### src/rtl/alu_pkg.sv
// Shared definitions for the ALU issue path: unit codes, dispatch FSM states,
// and the default set of multi-cycle units.
package alu_pkg;

    // Codes 0 and 1 are the 64-bit multi-cycle units; 2..7 are single-cycle 32-bit units
    localparam logic [2:0] UNIT_MUL  = 3'd0;
    localparam logic [2:0] UNIT_DIV  = 3'd1;
    localparam logic [2:0] UNIT_ADD  = 3'd2;
    localparam logic [2:0] UNIT_SUB  = 3'd3;
    localparam logic [2:0] UNIT_AND  = 3'd4;
    localparam logic [2:0] UNIT_OR   = 3'd5;
    localparam logic [2:0] UNIT_XOR  = 3'd6;
    localparam logic [2:0] UNIT_SHF  = 3'd7;

    localparam logic [7:0] MULTI_MASK_DEF = 8'b0000_0011;

    typedef enum logic [1:0] {
        S_IDLE = 2'd0,
        S_BUSY = 2'd1,
        S_RESP = 2'd2
    } state_e;

endpackage

### src/rtl/alu_dispatch_timeout.sv
// Clearable BUSY-cycle counter; term_o flags the final allowed cycle
// so the FSM can leave BUSY on that edge.
module alu_dispatch_timeout #(
    parameter int TIMEOUT = 64
) (
    input  logic clk,
    input  logic rst_n,
    input  logic clr_i,
    input  logic en_i,
    output logic term_o
);

    localparam int CNT_W = (TIMEOUT > 1) ? $clog2(TIMEOUT) : 1;
    localparam logic [CNT_W-1:0] LAST = CNT_W'(TIMEOUT - 1);

    logic [CNT_W-1:0] count_q;
    logic [CNT_W-1:0] count_d;

    // Next count: clear wins over increment
    always_comb begin
        count_d = count_q;
        if (clr_i) begin
            count_d = {CNT_W{1'b0}};
        end else if (en_i) begin
            count_d = count_q + CNT_W'(1);
        end else begin
            count_d = count_q;
        end
    end

    // Counter register
    always_ff @(posedge clk or negedge rst_n) begin
        if (!rst_n) begin
            count_q <= {CNT_W{1'b0}};
        end else begin
            count_q <= count_d;
        end
    end

    assign term_o = (count_q == LAST);

endmodule

### src/rtl/alu_dispatch.sv
// Issue-side controller: accepts one op, broadcasts operands, pulses the unit
// start, waits for completion or timeout, and holds the result-mux select.
module alu_dispatch
    import alu_pkg::*;
#(
    parameter int         DATA_W     = 32,
    parameter logic [7:0] MULTI_MASK = MULTI_MASK_DEF,
    parameter int         TIMEOUT    = 64
) (
    input  logic              clk,
    input  logic              rst_n,
    input  logic              req_valid,
    output logic              req_ready,
    input  logic [2:0]        req_op,
    input  logic [DATA_W-1:0] req_a,
    input  logic [DATA_W-1:0] req_b,
    output logic [DATA_W-1:0] unit_a,
    output logic [DATA_W-1:0] unit_b,
    output logic [7:0]        unit_start,
    input  logic [7:0]        unit_done,
    output logic [2:0]        mux_sel,
    output logic              rsp_valid,
    input  logic              rsp_ready,
    output logic              rsp_err
);

    state_e            state_q, state_d;
    logic [2:0]        mux_sel_q, mux_sel_d;
    logic [DATA_W-1:0] unit_a_q, unit_a_d;
    logic [DATA_W-1:0] unit_b_q, unit_b_d;
    logic [7:0]        unit_start_q, unit_start_d;
    logic              rsp_valid_q, rsp_valid_d;
    logic              rsp_err_q, rsp_err_d;
    logic              tmo_clr_s, tmo_en_s, tmo_term_s;
    logic              done_s, multi_s;

    // mux_sel_q doubles as the op register: it only changes on accept
    assign done_s  = unit_done[mux_sel_q];
    assign multi_s = MULTI_MASK[mux_sel_q];

    // Next-state and next-output decode
    always_comb begin
        state_d      = state_q;
        mux_sel_d    = mux_sel_q;
        unit_a_d     = unit_a_q;
        unit_b_d     = unit_b_q;
        unit_start_d = 8'b0000_0000;
        rsp_valid_d  = rsp_valid_q;
        rsp_err_d    = rsp_err_q;
        tmo_clr_s    = 1'b0;
        tmo_en_s     = 1'b0;
        case (state_q)
            S_IDLE: begin
                if (req_valid) begin
                    state_d      = S_BUSY;
                    mux_sel_d    = req_op;
                    unit_a_d     = req_a;
                    unit_b_d     = req_b;
                    unit_start_d = 8'b0000_0001 << req_op;
                    tmo_clr_s    = 1'b1;
                end else begin
                    state_d = S_IDLE;
                end
            end
            S_BUSY: begin
                tmo_en_s = 1'b1;
                // Done is checked before the timeout so a same-cycle done wins
                if (!multi_s || done_s) begin
                    state_d     = S_RESP;
                    rsp_valid_d = 1'b1;
                    rsp_err_d   = 1'b0;
                end else if (tmo_term_s) begin
                    state_d     = S_RESP;
                    rsp_valid_d = 1'b1;
                    rsp_err_d   = 1'b1;
                end else begin
                    state_d = S_BUSY;
                end
            end
            S_RESP: begin
                if (rsp_ready) begin
                    state_d     = S_IDLE;
                    rsp_valid_d = 1'b0;
                    rsp_err_d   = 1'b0;
                end else begin
                    state_d = S_RESP;
                end
            end
            default: begin
                state_d     = S_IDLE;
                rsp_valid_d = 1'b0;
                rsp_err_d   = 1'b0;
            end
        endcase
    end

    // FSM state and registered outputs
    always_ff @(posedge clk or negedge rst_n) begin
        if (!rst_n) begin
            state_q      <= S_IDLE;
            mux_sel_q    <= 3'd0;
            unit_a_q     <= {DATA_W{1'b0}};
            unit_b_q     <= {DATA_W{1'b0}};
            unit_start_q <= 8'b0000_0000;
            rsp_valid_q  <= 1'b0;
            rsp_err_q    <= 1'b0;
        end else begin
            state_q      <= state_d;
            mux_sel_q    <= mux_sel_d;
            unit_a_q     <= unit_a_d;
            unit_b_q     <= unit_b_d;
            unit_start_q <= unit_start_d;
            rsp_valid_q  <= rsp_valid_d;
            rsp_err_q    <= rsp_err_d;
        end
    end

    alu_dispatch_timeout #(
        .TIMEOUT (TIMEOUT)
    ) u_timeout (
        .clk    (clk),
        .rst_n  (rst_n),
        .clr_i  (tmo_clr_s),
        .en_i   (tmo_en_s),
        .term_o (tmo_term_s)
    );

    assign req_ready  = (state_q == S_IDLE);
    assign mux_sel    = mux_sel_q;
    assign unit_a     = unit_a_q;
    assign unit_b     = unit_b_q;
    assign unit_start = unit_start_q;
    assign rsp_valid  = rsp_valid_q;
    assign rsp_err    = rsp_err_q;

endmodule

### config.mk
export PLATFORM = sky130hd
export DESIGN_NAME = alu_dispatch
export DESIGN_NICKNAME = d
export VERILOG_FILES = /design/src/rtl/alu_pkg.sv /design/src/rtl/alu_dispatch_timeout.sv /design/src/rtl/alu_dispatch.sv
export SDC_FILE = /design/constraint.sdc
export NUM_CORES = 1
export LEC_CHECK = 0
export BUFFER_PORTS_ARGS = -buffer_cell sky130_fd_sc_hd__buf_2
export CORE_MARGIN = 2
export CORE_UTILIZATION = 49
export DETAILED_ROUTE_END_ITERATION = 16
export PLACE_DENSITY = 0.84
export SLEW_MARGIN = 20
export SYNTH_ARGS = -nofsm -noshare
export SYNTH_HDL_FRONTEND = slang
export SYNTH_SLANG_ARGS = --single-unit
### constraint.sdc
create_clock -name clk -period 3.52 [get_ports clk]
set_input_delay 0.176 -clock clk [delete_from_list [all_inputs] [get_ports clk]]
set_output_delay 0.176 -clock clk [all_outputs]
set_load 0.01 [all_outputs]
Word level (Yosys, flattened, before mapping)
Memory sizes are Yosys's and may differ from the RTL's.
Cells that the tools add are included.
{ "op_classes": {"addsub": 1, "order_cmp": 1, "n_eq_ne": 5, "n_shift": 1, "n_mux": 21, "bitwise": 1, "reduce_logical": 6} }
{ "op_table": {"columns": ["op", "count"], "rows": [
  ["$mux 8", 2],
  ["$mux 6", 2],
  ["$mux 1", 10],
  ["$shl 1x3->8 const A", 1],
  ["$add 6x1->6 const B", 1],
  ["$eq 6x6->1 const B", 1],
  ["$mux 2", 3],
  ["$pmux 1 s3", 2],
  ["$pmux 2 s3", 1],
  ["$lt 3x4->1 const B", 1],
  ["$bmux 1 s3", 1],
  ["$ne 3x3->1 const B", 1],
  ["$reduce_and 3->1", 1],
  ["$eq 2x1->1 const B", 1],
  ["$eq 2x2->1 const B", 1],
  ["$logic_not 2->1", 1],
  ["$ne 2x2->1 const B", 1],
  ["$reduce_and 2->1", 1],
  ["$reduce_bool 2->1", 1],
  ["$logic_not 1->1", 1],
  ["$logic_or 1x1->1", 1],
  ["$not 1->1", 1]
]} }
{ "totals": {"regBits": 85, "rom_bits": 8, "in_bits": 79, "out_inout_bits": 78, "elab_cells": 45, "memories": 1} }
{ "memory_table": {"columns": ["memory", "depth", "word_bits", "read_ports", "rd_ports_with_merged_regs", "write_ports", "line", "source"], "rows": [
  ["(no name shown)", 8, 1, 1, 0, 0, "alu_dispatch.sv:39", "assign multi_s = MULTI_MASK[mux_sel_q];"]
]} }

Longest topological paths before layout
{ "logic_depth": {"ltp_word": 6, "depth_mapped": 6, "mapped_depth_nobuf": 4} }

By module
From an unflattened synthesis, not the netlist that was laid out.
{ "hier_totals": {"hier_cells": 351, "area_unflattened_um2": 3289.4} }
{ "by_module_without_submodules": {"columns": ["mod", "n_inst", "cells_each", "area_each_um2", "seq_area_each_um2"], "rows": [
  ["alu_dispatch", 1, 323, 3007.9, 1976.9],
  ["alu_dispatch_timeout", 1, 28, 281.5, 150.1]
]} }

Worst setup path before layout
OpenSTA, ideal clock, no wires.
{ "synth_timing": {"path_kind": "reg-to-reg", "start": "register state_q[0]", "end": "register mux_sel_q[2], in the netlist mux_sel[2]", "setup_time_ps": 123, "arrival_ps": 1232, "required_time_ps": 3397, "setup_slack_ps": 2164, "stages_incl_launch_ff": 7, "n_path_buf": 3, "synth_period_minus_slack_ps": 1356, "cell_sequence": "dfrtp_1 buf_6 or3b_1 buf_6 buf_6 nand2_1 nand2_1"} }
{ "synth_via": {"elab_chain_len": 2} }
{ "synth_rtl": {"columns": ["item", "line", "source"], "rows": [
  ["start: declaration", "alu_dispatch.sv:27", "state_e state_q, state_d;"],
  ["start signal: assignment", "alu_dispatch.sv:108", "state_q <= state_d;"],
  ["$logic_not 2->1", "alu_dispatch.sv:52", "case (state_q)"],
  ["$reduce_and 2->1 (no source line)", null, null],
  ["end signal: assignment", "alu_dispatch.sv:109", "mux_sel_q <= mux_sel_d;"],
  ["end: declaration", "alu_dispatch.sv:28", "logic [2:0] mux_sel_q, mux_sel_d;"]
]} }
Every way passes these cells.
A chain may end at the register's enable or synchronous reset.

Worst setup path after layout
{ "layout_timing": {"start": "register state_q[0]", "end": "register u_timeout.count_q[5]"} }
{ "layout_via": {"elab_chain_len": 3, "word_cells_on_any_way": 6, "cone_classes": "eq/ne: 1; mux: 3; reduce/logical: 2"} }
{ "layout_rtl": {"columns": ["item", "line", "source"], "rows": [
  ["$eq 2x1->1 or $logic_not 2->1 (tied branches)", "alu_dispatch.sv:52", null],
  ["$mux 1", "alu_dispatch.sv:52", null],
  ["$reduce_bool 2->1 (no source line) or $mux 6 (tied branches)", null, null],
  ["end signal: assignment", "alu_dispatch_timeout.sv:34", "count_q <= {CNT_W{1'b0}};"],
  ["end signal: assignment", "alu_dispatch_timeout.sv:36", "count_q <= count_d;"],
  ["end: declaration", "alu_dispatch_timeout.sv:16", "logic [CNT_W-1:0] count_q;"]
]} }
Parallel ways exist; a longest one is shown, timed or not.

==> impl_metrics.json <==
{
  "syn_inst": 359,
  "antenna_cells": 0,
  "slowest_delay_ps": 770,
  "clk_latency_ps": 340,
  "syn_to_final_growth_pct": 29.97,
  "cts_tree": "done",
  "p_clk_frac": 0.223,
  "port_buffers": 150,
  "tns_ps": 0,
  "ys.flop_type": "dfrtp_1",
  "grt_overflow_total": 0,
  "reg2reg_slack_ps": 1460,
  "max_cap_viol_count": 0,
  "cts_resized": 0,
  "grt_max_degree": 86,
  "path_delay_family": "simple AND/OR/NAND/NOR gates",
  "die_y_um": 86.87,
  "cp-end-kind": "register",
  "p_sw_frac": 0.3596,
  "period_share": 0.5853,
  "min_from": "req_b[8]",
  "timing.rr.start": "state_q[0]",
  "ys_types": 32,
  "p_sw_mw": 1.366,
  "powerDensity_nw_per_um2": 868.9,
  "pwr-share-comb": 0.354,
  "ir_drop_mv": 0.3981,
  "setup-violations-final": 0,
  "cpMaxStageDelayCell": "or3b_2",
  "wire_per_inst_um": 12.62,
  "syn_area_per_cell_um2": 9.372,
  "cts-root-buf": "clkbuf_8",
  "tritoncts.num_buffers": 9,
  "routed_wirelength_um": 7461,
  "rows": 30,
  "die_area_um2": 7546,
  "final_nets": 586,
  "die_x_um": 86.87,
  "cp.arrival_ps": 2270,
  "ant_nets": 0,
  "clk_pin_slew_ps": 80,
  "grt_pass1_wl_um": 12130,
  "clock_tree.buffer_depth": 2,
  "fmax_mhz": 485.4,
  "leakage_nw": 2.546,
  "power.total_mw": 3.799,
  "cp_max_fo": 46,
  "rsz0062_at_grt": "no",
  "worstMarginPinSlew_ps": 827.2,
  "drv_slew": 0,
  "hp-class": "input port to register",
  "antenna_found_initial": 0,
  "syn-cell-area_um2": 3364,
  "synthTopCellsByCount": "nand2_1 (210), dfrtp_1 (85), buf_6 (9), o21ai_0 (7), nor2_1 (6)",
  "outcome": "finished, final reports clean",
  "period_needed_ps": 2060,
  "synth-async-reset-ratio": 1.000,
  "hpwl_um": 5283,
  "yosysMostFrequentCell": "nand2_1",
  "fin_area_um2": 4373,
  "setup_slack_ps": 1460,
  "yosys_warnings": 0,
  "cts.sinks": 85,
  "p_seq_frac": 0.422,
  "vias_per_cell": 4.773,
  "vias": 2821,
  "startpoint": "state_q[0]",
  "grt_pass1_vias": 2766,
  "ys_seq_area_frac": 0.6322,
  "grt.total_usage": 0.2045,
  "utilization": 0.6508,
  "initial_core_util": 0.5007,
  "critPathRequiredTime_ps": 3730,
  "synth_top_area_frac": 0.6322,
  "htree_levels": 3,
  "crit_path_start_kind": "register",
  "coreArea_um2": 6719,
  "max_slew_margin": 0.4480,
  "path_cells": "or3b_2 -> buf_4 -> o311ai_1 -> o41ai_1",
  "layout-drive-gt1-share": 0.3386,
  "ys_top_cells_by_area": "dfrtp_1 (63%), nand2_1 (23%), buf_6 (3.0%)",
  "placed_area_um2": 4100,
  "ys_ff_latch": 85,
  "drtPass1Iterations": 4,
  "ios": 157,
  "drc": 0,
  "path_class": "register to register",
  "syn-num-nets": 439,
  "intPower_mw": 2.433,
  "path_buf_inv": 1,
  "hold_violations": 0,
  "gp_congestion": 0.8468,
  "yosys.area.top_type": "dfrtp_1",
  "pre_cts_ws_ps": 1458,
  "skew_ps": 7.638,
  "synth-edff-count": 0,
  "drtIter0Drc": 140
}
placed cells by master (no fill, tap or decap), types with 3 or more instances in the layout:
cell | synthesis | final
o21ai_0 | 7 | 7
clkbuf_8 | 0 | 12
dfrtp_1 | 85 | 85
nand2b_1 | 4 | 4
nand3_1 | 3 | 3
bufinv_16 | 0 | 3
nor2_1 | 6 | 6
nor3_2 | 3 | 3
buf_4 | 2 | 3
buf_2 | 3 | 149
nand2_1 | 210 | 210
final timing paths:
check,cells past startpoint,endpoint
max,4,u_timeout.count_q[5]
min,3,unit_b[8]
max reg2reg,4,u_timeout.count_q[5]
min reg2reg,2,unit_b[22]
max in group asynchronous,2,unit_start[0]
min in group asynchronous,2,unit_b[28]
layer usage:
layer	vias up	global-route usage	routed length (um)
li1	1409	-	-
met1	1285	0.2416	3227
met2	110	0.3505	3500
met3	17	0.04739	567
met4	0	0.09943	165
met5	-	0	0
area by class of cell:
cell class                      instances  area [um^2]
Tap cell                               80        100.1
Clock inverter                          3        90.09
Multi-Input combinational cell        254         1090
Fill cell                             566         2346
Inverter                                2        7.507
Clock buffer                           13        168.9
Timing Repair Buffer                  154        789.5
Sequential cell                        85         2127
power groups by stage:
stage                     sequential (mW)  combinational (mW)  clock [mW]
after global placement               1.60                1.31           0
final                                1.60                1.35       0.849
after floorplan                      1.78               0.664           0
after global routing                 1.66                1.52       0.913
after detailed placement             1.62                1.37           0
after CTS                            1.61                1.37       0.874
repair_timing:
action / CTS / global route
buffers inserted: 0 / 0
hold endpoints to repair: 0 / 85
hold buffers: 0 / 1
registers in the layout, indices dropped and copies added (netlist names):
register / cells
u_timeout.count_q: 6
rsp_valid: 1
state_q: 2
unit_a: 32
unit_start: 8
mux_sel: 3
rsp_err: 1
unit_b: 32
worst min-delay path: stages:
cell	delay, ps
buf_2	70
nand2_1	40
nand2_1	40
per-stage QoR:
| stage | hold WS, ps | std cells |
|---|---|---|
| 6_report | 18.78 | 591 |
| 5_1_grt | 13.01 | 591 |
| 4_1_cts | 6.394 | 590 |
| 3_5_place_dp | 370.8 | 574 |
| 3_3_place_gp | 364.6 | 574 |
| 2_1_floorplan | -119.6 | 359 |
cells by family (layout without fill, tap and decap cells):
group / after synthesis / in the layout / synth area share
AOI/OAI and AO/OA: 16 / 16 / 0.03012
xor gates and xnor gates: 2 / 2 / 0.005207
adders and majority gates: 1 / 1 / 0.003718
buffers and inverters: 20 / 172 / 0.04574
DFF: 85 / 85 / 0.6322
muxes: 1 / 1 / 0.002975
and+or+nand+nor: 234 / 234 / 0.2800
No activity file was read; power rests on OpenSTA's default activity.
